File: src/rtl/cpu_types_pkg.sv
// Shared CPU types: machine word, fetch sequencer states and PC alignment helper.
package cpu_types_pkg;

  typedef logic [31:0] word_t;

  typedef enum logic [1:0] {
    FETCH  = 2'd0,
    DATA   = 2'd1,
    HALTED = 2'd2
  } fetch_state_t;

  function automatic word_t alignPc(input word_t addr);
    return {addr[31:2], 2'b00};
  endfunction

endpackage

File: src/rtl/fetch_request_unit_if.sv
// Bundle of decode, PC-update and memory-controller signals around the fetch unit.
interface fetch_request_unit_if;
  import cpu_types_pkg::*;

  word_t next_pc;
  word_t imemload;
  logic  ihit;
  logic  dhit;
  logic  dmem_rd;
  logic  dmem_wr;
  logic  halt;
  word_t pc;
  word_t instr;
  logic  iREN;
  logic  dREN;
  logic  dWEN;
  logic  commit;
  logic  halted;
  word_t cycle_cnt;
  word_t instr_cnt;

  modport master (
    input  next_pc, imemload, ihit, dhit, dmem_rd, dmem_wr, halt,
    output pc, instr, iREN, dREN, dWEN, commit, halted, cycle_cnt, instr_cnt
  );

  modport slave (
    output next_pc, imemload, ihit, dhit, dmem_rd, dmem_wr, halt,
    input  pc, instr, iREN, dREN, dWEN, commit, halted, cycle_cnt, instr_cnt
  );

endinterface

File: src/rtl/fetch_perf_counter.sv
// Saturating cycle/instruction counter pair; only built when FETCH_PERF_CNT_EN is defined.
`ifdef FETCH_PERF_CNT_EN
module fetch_perf_counter
  import cpu_types_pkg::*;
(
  input  logic  clk,
  input  logic  rst,
  input  logic  cycle_en_i,
  input  logic  instr_en_i,
  output word_t cycle_cnt_o,
  output word_t instr_cnt_o
);

  word_t cycle_q, cycle_d;
  word_t instr_q, instr_d;

  always_comb begin
    cycle_d = cycle_q;
    instr_d = instr_q;
    if (cycle_en_i && (cycle_q != '1)) cycle_d = cycle_q + 32'd1;
    if (instr_en_i && (instr_q != '1)) instr_d = instr_q + 32'd1;
  end

  always_ff @(posedge clk or posedge rst) begin
    if (rst) begin
      cycle_q <= '0;
      instr_q <= '0;
    end else begin
      cycle_q <= cycle_d;
      instr_q <= instr_d;
    end
  end

  assign cycle_cnt_o = cycle_q;
  assign instr_cnt_o = instr_q;

endmodule
`endif

File: src/rtl/fetch_request_unit.sv
// PC owner and fetch/data/commit request sequencer for the multicycle CPU.
// Define FETCH_PERF_CNT_EN to build the cycle/instruction performance counters.
module fetch_request_unit
  import cpu_types_pkg::*;
#(
  parameter word_t PC_INIT = 32'h0000_0000
) (
  input logic                  CLK,
  input logic                  RST,
  fetch_request_unit_if.master bus
);

  fetch_state_t state_q, state_d;
  word_t        pc_q, pc_d;
  word_t        instr_q, instr_d;
  logic         commit, iREN, dREN, dWEN;

  always_ff @(posedge CLK or posedge RST) begin
    if (RST) begin
      state_q <= FETCH;
      pc_q    <= PC_INIT;
      instr_q <= '0;
    end else begin
      state_q <= state_d;
      pc_q    <= pc_d;
      instr_q <= instr_d;
    end
  end

  always_comb begin
    state_d = state_q;
    pc_d    = pc_q;
    instr_d = instr_q;
    case (state_q)
      FETCH: begin
        if (bus.ihit) begin
          instr_d = bus.imemload;
          if (bus.halt)                         state_d = HALTED;
          else if (bus.dmem_rd || bus.dmem_wr)  state_d = DATA;
        end
      end
      DATA: begin
        if (bus.dhit) state_d = FETCH;
      end
      default: state_d = state_q;
    endcase
    if (commit) pc_d = alignPc(bus.next_pc);
  end

  // Requests follow the state directly so an async reset drops them at once.
  always_comb begin
    iREN   = 1'b0;
    dREN   = 1'b0;
    dWEN   = 1'b0;
    commit = 1'b0;
    case (state_q)
      FETCH: begin
        iREN   = ~RST;
        commit = bus.ihit & ~bus.halt & ~(bus.dmem_rd | bus.dmem_wr);
      end
      DATA: begin
        dWEN   = bus.dmem_wr;
        dREN   = bus.dmem_rd & ~bus.dmem_wr;
        commit = bus.dhit;
      end
      default: commit = 1'b0;
    endcase
  end

  assign bus.pc     = pc_q;
  assign bus.instr  = (state_q == FETCH) ? bus.imemload : instr_q;
  assign bus.iREN   = iREN;
  assign bus.dREN   = dREN;
  assign bus.dWEN   = dWEN;
  assign bus.commit = commit;
  assign bus.halted = (state_q == HALTED);

`ifdef FETCH_PERF_CNT_EN
  fetch_perf_counter u_perf (
    .clk         (CLK),
    .rst         (RST),
    .cycle_en_i  (state_q != HALTED),
    .instr_en_i  (commit),
    .cycle_cnt_o (bus.cycle_cnt),
    .instr_cnt_o (bus.instr_cnt)
  );
`else
  assign bus.cycle_cnt = '0;
  assign bus.instr_cnt = '0;
`endif

endmodule

File: src/flat_wrapper.sv
// flat-port wrapper written by rule: the top's interface ports become plain ports
module fetch_request_unit_flat import cpu_types_pkg::*;
#(
  parameter word_t PC_INIT = 32'h0000_0000
)
  (CLK, RST, bus_next_pc, bus_imemload, bus_ihit, bus_dhit, bus_dmem_rd, bus_dmem_wr, bus_halt, bus_pc, bus_instr, bus_iREN, bus_dREN, bus_dWEN, bus_commit, bus_halted, bus_cycle_cnt, bus_instr_cnt);
  fetch_request_unit_if bus_i ();
  input logic CLK;
  input logic RST;
  input wire logic [$bits(bus_i.next_pc)-1:0] bus_next_pc;
  input wire logic [$bits(bus_i.imemload)-1:0] bus_imemload;
  input wire logic [$bits(bus_i.ihit)-1:0] bus_ihit;
  input wire logic [$bits(bus_i.dhit)-1:0] bus_dhit;
  input wire logic [$bits(bus_i.dmem_rd)-1:0] bus_dmem_rd;
  input wire logic [$bits(bus_i.dmem_wr)-1:0] bus_dmem_wr;
  input wire logic [$bits(bus_i.halt)-1:0] bus_halt;
  output wire logic [$bits(bus_i.pc)-1:0] bus_pc;
  output wire logic [$bits(bus_i.instr)-1:0] bus_instr;
  output wire logic [$bits(bus_i.iREN)-1:0] bus_iREN;
  output wire logic [$bits(bus_i.dREN)-1:0] bus_dREN;
  output wire logic [$bits(bus_i.dWEN)-1:0] bus_dWEN;
  output wire logic [$bits(bus_i.commit)-1:0] bus_commit;
  output wire logic [$bits(bus_i.halted)-1:0] bus_halted;
  output wire logic [$bits(bus_i.cycle_cnt)-1:0] bus_cycle_cnt;
  output wire logic [$bits(bus_i.instr_cnt)-1:0] bus_instr_cnt;
  assign bus_i.next_pc = bus_next_pc;
  assign bus_i.imemload = bus_imemload;
  assign bus_i.ihit = bus_ihit;
  assign bus_i.dhit = bus_dhit;
  assign bus_i.dmem_rd = bus_dmem_rd;
  assign bus_i.dmem_wr = bus_dmem_wr;
  assign bus_i.halt = bus_halt;
  assign bus_pc = bus_i.pc;
  assign bus_instr = bus_i.instr;
  assign bus_iREN = bus_i.iREN;
  assign bus_dREN = bus_i.dREN;
  assign bus_dWEN = bus_i.dWEN;
  assign bus_commit = bus_i.commit;
  assign bus_halted = bus_i.halted;
  assign bus_cycle_cnt = bus_i.cycle_cnt;
  assign bus_instr_cnt = bus_i.instr_cnt;
  fetch_request_unit #(.PC_INIT(PC_INIT)) u_core (.CLK(CLK), .RST(RST), .bus(bus_i));
endmodule
File: config.mk
export PLATFORM = sky130hd
export DESIGN_NAME = fetch_request_unit_flat
export DESIGN_NICKNAME = d
export VERILOG_FILES = /design/src/rtl/cpu_types_pkg.sv /design/src/rtl/fetch_request_unit_if.sv /design/src/rtl/fetch_perf_counter.sv /design/src/rtl/fetch_request_unit.sv /design/src/flat_wrapper.sv
export SDC_FILE = /design/constraint.sdc
export NUM_CORES = 1
export LEC_CHECK = 0
export ABC_AREA = 1
export CAP_MARGIN = 25
export CORE_ASPECT_RATIO = 1.2
export CORE_MARGIN = 5
export CORE_UTILIZATION = 39
export DETAILED_ROUTE_END_ITERATION = 8
export GPL_ROUTABILITY_DRIVEN = 0
export GPL_TIMING_DRIVEN = 0
export PLACE_DENSITY = 0.86
export SETUP_SLACK_MARGIN = 0.02
export SKIP_CTS_REPAIR_TIMING = 1
export SLEW_MARGIN = 0
export SYNTH_ARGS = -nofsm -noshare
export SYNTH_HDL_FRONTEND = slang
export SYNTH_HIERARCHICAL = 1
export SYNTH_SLANG_ARGS = --single-unit
File: constraint.sdc
create_clock -name CLK -period 2.74 [get_ports CLK]
set_input_delay 0.822 -clock CLK [delete_from_list [all_inputs] [get_ports CLK]]
set_output_delay 0.822 -clock CLK [all_outputs]
set_load 0.005 [all_outputs]
==> insert_results.sql <==
INSERT INTO impl_metrics (metric_group, metric, value, unit) VALUES
('outcome', 'outcome', 'finished clean', ''),
('cts', 'h-tree-depth', '3', ''),
('synth', 'synth_top_area_share', '44.29', '%'),
('worst_setup_path', 'timing_worst_setup_path_type', 'in -> out', ''),
('worst_setup_path', 'critPathLaunch', 'bus_dhit', ''),
('pwr', 'power_switching', '0.0004279', 'W'),
('floorplanning', 'floorplan.die.width', '97.90', 'µm'),
('layout', 'final_cells', '775', ''),
('min_path', 'min_path_cells', '2', ''),
('place', 'dp_hpwl', '7735', 'µm'),
('worst_setup_path', 'cp_cell_sequence', 'clkdlybuf4s50_1 -> nand3_4 -> nand2_4 -> buf_6 -> dlymetal6s2s_1', ''),
('worst_setup_path', 'timing.critical_path.to_type', 'output pin', ''),
('floorplanning', 'starting_density_of_the_core', '40.03', '%'),
('min_path', 'min-delay-start', 'u_core/instr_q[16]', ''),
('sta', 'max-slew-margin-rel', '56.01', '%'),
('synth', 'yosys-top-cells-count', '122 x sky130_fd_sc_hd__nand2_1, 69 x sky130_fd_sc_hd__buf_4, 64 x sky130_fd_sc_hd__dfrtp_1, 37 x sky130_fd_sc_hd__inv_1, 32 x sky130_fd_sc_hd__nand3_1', ''),
('worst_setup_path', 'slowest_stage', 'sky130_fd_sc_hd__clkdlybuf4s50_1', ''),
('synth', 'yosys-top-cells-area', 'sky130_fd_sc_hd__dfrtp_1 44%, sky130_fd_sc_hd__buf_4 14%, sky130_fd_sc_hd__nand2_1 13%', ''),
('sta', 'timing.final.crit_share', '97.32', '%'),
('floorplanning', 'fp.dieArea', '0.01131', 'mm²'),
('sta', 'clock_skew', '0.01181', 'ns'),
('layout', 'nNetsFinal', '722', ''),
('synth', 'yosys_warnings', '6', ''),
('drt', 'drc', '0', ''),
('cts', 'tritoncts_num_sinks', '64', ''),
('sta', 'worst_slew_pin_slew', '0.6588', 'ns'),
('synth', 'synth-seq-area-share', '44.29', '%'),
('synth', 'ys_dominant_reg_cell', 'sky130_fd_sc_hd__dfrtp_1', ''),
('synth', 'synth_edf_count', '0', ''),
('min_path', 'hold_path_class', 'reg -> reg', ''),
('drt', 'vias', '3314', ''),
('cts', 'clock_tree.buffer_depth', '2', ''),
('worst_setup_path', 'worst-endpoint-required', '1.92', 'ns'),
('global_route', 'grt_use_met1', '18.44', '%'),
('synth', 'yosys_register_bits', '64', ''),
('sta', 'unrepaired_setup_endpoints_after_global_routing', 'no', ''),
('worst_setup_path', 'timing.critical_path.slowest_cell_delay', '0.52', 'ns'),
('drt', 'viasPerCell', '4.276', ''),
('floorplanning', 'die_y', '115.5', 'µm'),
('sta', 'layout_setup_ws', '0.07354', 'ns'),
('layout', 'area_growth', '58.30', '%'),
('global_route', 'grt_max_degree', '35', ''),
('global_route', 'gr-usage-met2', '28.70', '%'),
('min_path', 'holdPathEnd', 'u_core/instr_q[16]', ''),
('worst_setup_path', 'critPathArrivalTime', '1.84', 'ns'),
('worst_setup_path', 'ff2ff_setup_slack', '1.30', 'ns'),
('sta', 'period_needed', '2.666', 'ns'),
('worst_setup_path', 'startpoint_type', 'input pin', ''),
('layout', 'share_of_final_layout_standard_cells_stronger_than_drive_strength_1', '22.29', '%'),
('drt', 'detail_route.wl_per_cell', '12.87', 'µm'),
('worst_setup_path', 'r2r_start', 'u_core/state_q[0]', ''),
('synth', 'synth_most_common_cell', 'sky130_fd_sc_hd__nand2_1', ''),
('sta', 'achievable-frequency', '375.0', 'MHz'),
('synth', 'synth_area_per_cell', '8.370', 'µm²'),
('worst_setup_path', 'path_max_fanout', '10', ''),
('synth', 'synth_largest_area_cell', 'sky130_fd_sc_hd__dfrtp_1', ''),
('synth', 'post_synth_instance_area', '0.003616', 'mm²'),
('place', 'worst_slack_after_detailed_placement', '-0.5628', 'ns'),
('pwr', 'cellLeakagePower', '3.428', 'nW'),
('place', 'port-buffer-count', '135', ''),
('global_route', 'initial_antenna_violation_count', '0', ''),
('floorplanning', 'floorplan.rows', '38', ''),
('drt', 'drtAntennaViolNets', '0', ''),
('layout', 'antenna_cells_inserted', '0', ''),
('place', 'place.detailed.instances', '753', ''),
('pwr', 'power.density', '321.7', 'mW/mm²'),
('worst_setup_path', 'ff2ff_path_depth', '9', ''),
('global_route', 'global_route.usage.total', '16.76', '%'),
('cts', 'root_buf_cell', 'sky130_fd_sc_hd__clkbuf_8', ''),
('sta', 'fin_setup_tns', '0', 'ns'),
('pwr', 'max-vdd-ir-drop', '0.2477', 'mV');
==> power by group through the flow <==
stage / sequential [W] / combinational, W / clock (W)
6_report: 0.000945 / 0.000240 / 0.000657
5_1_grt: 0.000944 / 0.000266 / 0.000724
3_5_place_dp: 0.000962 / 0.000232 / 0
3_3_place_gp: 0.000963 / 0.000225 / 0
4_1_cts: 0.000944 / 0.000233 / 0.000687
2_1_floorplan: 0.000962 / 0.000118 / 0
==> per-layer routing <==
metal | vias up | share of wire, %
li1 | 1652 | -
met1 | 1487 | 37
met2 | 167 | 51
met3 | 8 | 11
met4 | 0 | 1.2
met5 | - | 0
==> through the flow <==
stage                     total power [W]  utilization (%)
after global placement           0.001188            59.35
final                            0.001842            63.37
after floorplan                  0.001080                -
after detailed placement         0.001194            59.57
after global routing             0.001934            63.37
after CTS                        0.001864            61.27
==> worst max-delay path by stage <==
stage	endpoint	slack, ns
final	bus_commit	0.07
after global routing	bus_commit	0.02
after CTS	bus_commit	-0.58
after detailed placement	bus_commit	-0.56
after global placement	u_core/bus.pc[3]	-0.82
after floorplan	u_core/bus.pc[10]	0.32
==> cell type report <==
cell class | instances | area [µm²] | area share (%)
Multi-Input combinational cell | 306 | 1448 | 25.29
Clock inverter | 4 | 22.52 | 0.3934
Inverter | 38 | 142.6 | 2.492
Clock buffer | 11 | 131.4 | 2.295
Buffer | 89 | 706.9 | 12.35
Timing Repair Buffer | 143 | 1521 | 26.58
Tap cell | 120 | 150.1 | 2.623
Sequential cell | 64 | 1602 | 27.98
==> registers in the layout, summed over array words and instances (netlist names) <==
signal and flops:
u_core/bus.pc 30, u_core/state_q 2, u_core/instr_q 32
==> worst max-delay path: cells and delay by family <==
| family | cells | cell delay (ns) |
|---|---|---|
| buffers and inverters | 3 | 0.78 |
| AND/OR/NAND/NOR | 2 | 0.23 |
==> placed cells by master (no fill, tap or decap), types with 8 or more instances in the layout <==
master / netlist / final
sky130_fd_sc_hd__a21oi_2: 8 / 8
sky130_fd_sc_hd__buf_4: 69 / 77
sky130_fd_sc_hd__buf_6: 11 / 12
sky130_fd_sc_hd__clkbuf_8: 0 / 9
sky130_fd_sc_hd__clkdlybuf4s50_1: 0 / 96
sky130_fd_sc_hd__conb_1: 1 / 66
sky130_fd_sc_hd__dfrtp_1: 64 / 64
sky130_fd_sc_hd__dlymetal6s2s_1: 0 / 39
sky130_fd_sc_hd__inv_1: 37 / 36
sky130_fd_sc_hd__nand2_1: 122 / 122
sky130_fd_sc_hd__nand3_1: 32 / 32
sky130_fd_sc_hd__nor2_1: 15 / 13
sky130_fd_sc_hd__o21ai_0: 31 / 21
sky130_fd_sc_hd__o21ai_1: 6 / 15
sky130_fd_sc_hd__o21ai_2: 19 / 20
==> cells by family (layout without fill, tap and decap cells) <==
kind of cell / after synthesis / in the layout / synth area share (%)
AND/OR/NAND/NOR: 175 / 175 / 20.66
buffers and inverters: 127 / 285 / 23.15
AO/OA/AOI/OAI: 65 / 65 / 11.80
flip-flops: 64 / 64 / 44.29
other: 1 / 66 / 0.1037
Power figures use the tool's default switching activity.
==> RTL change, RTL diff (same settings) <==
Build with the macro `FETCH_PERF_CNT_EN` defined.
--- a/src/rtl/fetch_perf_counter.sv
+++ b/src/rtl/fetch_perf_counter.sv
@@ -1,2 +1,4 @@
 // Saturating cycle/instruction counter pair; only built when FETCH_PERF_CNT_EN is defined.
+`define FETCH_PERF_CNT_EN
+
 `ifdef FETCH_PERF_CNT_EN
Function: changed (a bounded check fails within 4 cycles, from zero or initial values and one cycle with RST high).
==> RTL change against the unedited design <==
The run now ends with setup timing left. Combinational power down 32%. Design area is 84% higher. Total power rose by 140%. Synthesized area increased by 100%. Count of clock-buffer cells in the layout is 13 higher. Register-to-register slack worse by 0.93 ns. Setup slack worse by 0.20 ns. Worst hold slack about the same. Routed wire length increased by 120%. Clock power rose to 3.6 times the old value. Fmax down 7.1%. Sequential cell count up 64. Largest power group is now clock. Highest routed layer unchanged.
==> RTL change: results (changes against the unedited design) <==
| Metric | Value |
|---|---|
| Failing checks | `setup timing` |
| Synth top cells by count | `nand2_1, dfrtp_1, nor2_1, inv_1, nand3_1` |
| Lkg Pwr | `5.20 nW (+52%)` |
| # clk buffers | `24 (+13)` |
| Status | `finished with violations` |
| Sequential share of cell area | `0.305 (+0.0251)` |
| Worst-skew pair later-pin latency | `0.41 ns (+0.07 ns)` |
| VDD IR max | `0.000382 V (+54%)` |
| RR Endpoint | `u_core/u_perf/instr_cnt_o[11]` |
| Largest net degree at the start of global routing | `65 (+86%)` |
| Area occupied by multi-input gates | `0.00351 sq mm (+140%)` |
| Die Wd | `135 um (+38%)` |
| DP Area | `0.00967 sq mm (+80%)` |
| Slew HR | `0.448 (-0.112)` |
| Multi-Input Combinational | `766 (+150%)` |
| WP data arrival | `2.05 ns (+0.21 ns)` |
| Hpwl dp | `16300 um (+110%)` |
| Final wirelength | `21700 um (+120%)` |
| Final nets | `1327 (+84%)` |
| Initial drt markers | `519 (+410%)` |
| Distinct cells, synth | `34 (+42%)` |
| Non-clock buffering overhead | `0.236 (-0.154)` |
| Drt wl/cell | `14.3 um (+11%)` |
| R2R cell count | `13 (+4)` |
| Hold Crit Class | `reg -> reg` |
| Placed Cells | `1483 (+97%)` |
| Setup WS post-layout | `-0.129 ns (-0.203 ns)` |
| Finished Cell Area | `0.0105 sq mm (+84%)` |
| Buffers on Ports | `199 (+47%)` |
| Vias in the first global route | `7210 (+120%)` |
| Setup TNS | `-0.129 ns (-0.129 ns)` |
| Num CTS Buffers | `17 (+8)` |
| Clock sinks | `128 (+100%)` |
| Final setup vio count | `1 (+1)` |
| Max Clock Skew | `0.0113 ns (-0.000491 ns)` |
| Fillers | `1655 (+120%)` |
| First-pass GRT wire length | `35100 um (+130%)` |
| Nonclk buf count | `243 (+4.7%)` |
| H-tree Lvls | `4 (+1)` |
| CP Max Fanout | `11 (+1)` |
| DP Worst Slack | `-0.495 ns (+0.0677 ns)` |
| Via density | `4.95 (+16%)` |
| Synthesized netlist cell count | `1026 (+140%)` |
| Top cells by area, synth | `dfrtp_1, nand2_1, nor2_1` |
| Worst path max stage delay | `0.42 ns (-0.10 ns)` |
| Invs w/o clock | `98 (+160%)` |
| Clock root cell | `clkbuf_16` |
| Drt pass-1 iters | `6 (+2)` |
==> RTL change: cell count changes after synthesis, moves of 10 or more <==
cell      unedited run  this run
buf_4               69         5
dfrtp_1             64       128
inv_1               37        95
nand2_1            122       409
nand3_1             32        78
nand3b_1             1        11
nand4_1              0        16
nor2_1              15       119
o21ai_0             31        43
o21ai_2             19         8
xnor2_1              0        11
==> RTL change: kinds of logic (layout without fill, tap and decap cells) <==
logic type	Yosys count	in the layout	synth area share
xor gates and xnor gates	18	18	0.0215
other	1	2	0.000511
and+or+nand+nor	666	666	0.387
AOI/OAI and AO/OA	78	78	0.0609
adders and majority gates	2	2	0.00341
DFF	128	128	0.437
buffers and inverters	133	373	0.0896
==> RTL change: layer usage <==
metal | vias to the layer above | track usage | share of wire
li1 | 3661 | - | -
met1 | 3478 | 0.237 | 0.38
met2 | 348 | 0.339 | 0.50
met3 | 45 | 0.0643 | 0.099
met4 | 0 | 0.0577 | 0.020
met5 | - | 0 | 0
==> RTL change: worst min path at each step <==
| stage | from | endpoint | slack (ns) | cells past startpoint |
|---|---|---|---|---|
| after CTS | u_core/instr_q[9] | u_core/instr_q[9] | 0.48 | 2 |
| after global routing | u_core/instr_q[12] | u_core/instr_q[12] | 0.50 | 2 |
| after detailed placement | u_core/instr_q[9] | u_core/instr_q[9] | 0.47 | 2 |
| final | u_core/instr_q[13] | u_core/instr_q[13] | 0.48 | 2 |
| after floorplan | u_core/instr_q[19] | u_core/instr_q[19] | 0.45 | 2 |
| after global placement | u_core/instr_q[9] | u_core/instr_q[9] | 0.46 | 2 |
==> RTL change: power breakdown <==
part | internal [mW] | switching (mW)
combinational | 0.0930 | 0.0714
clock | 1.53 | 0.847
sequential | 1.89 | 0
total | 3.52 | 0.918
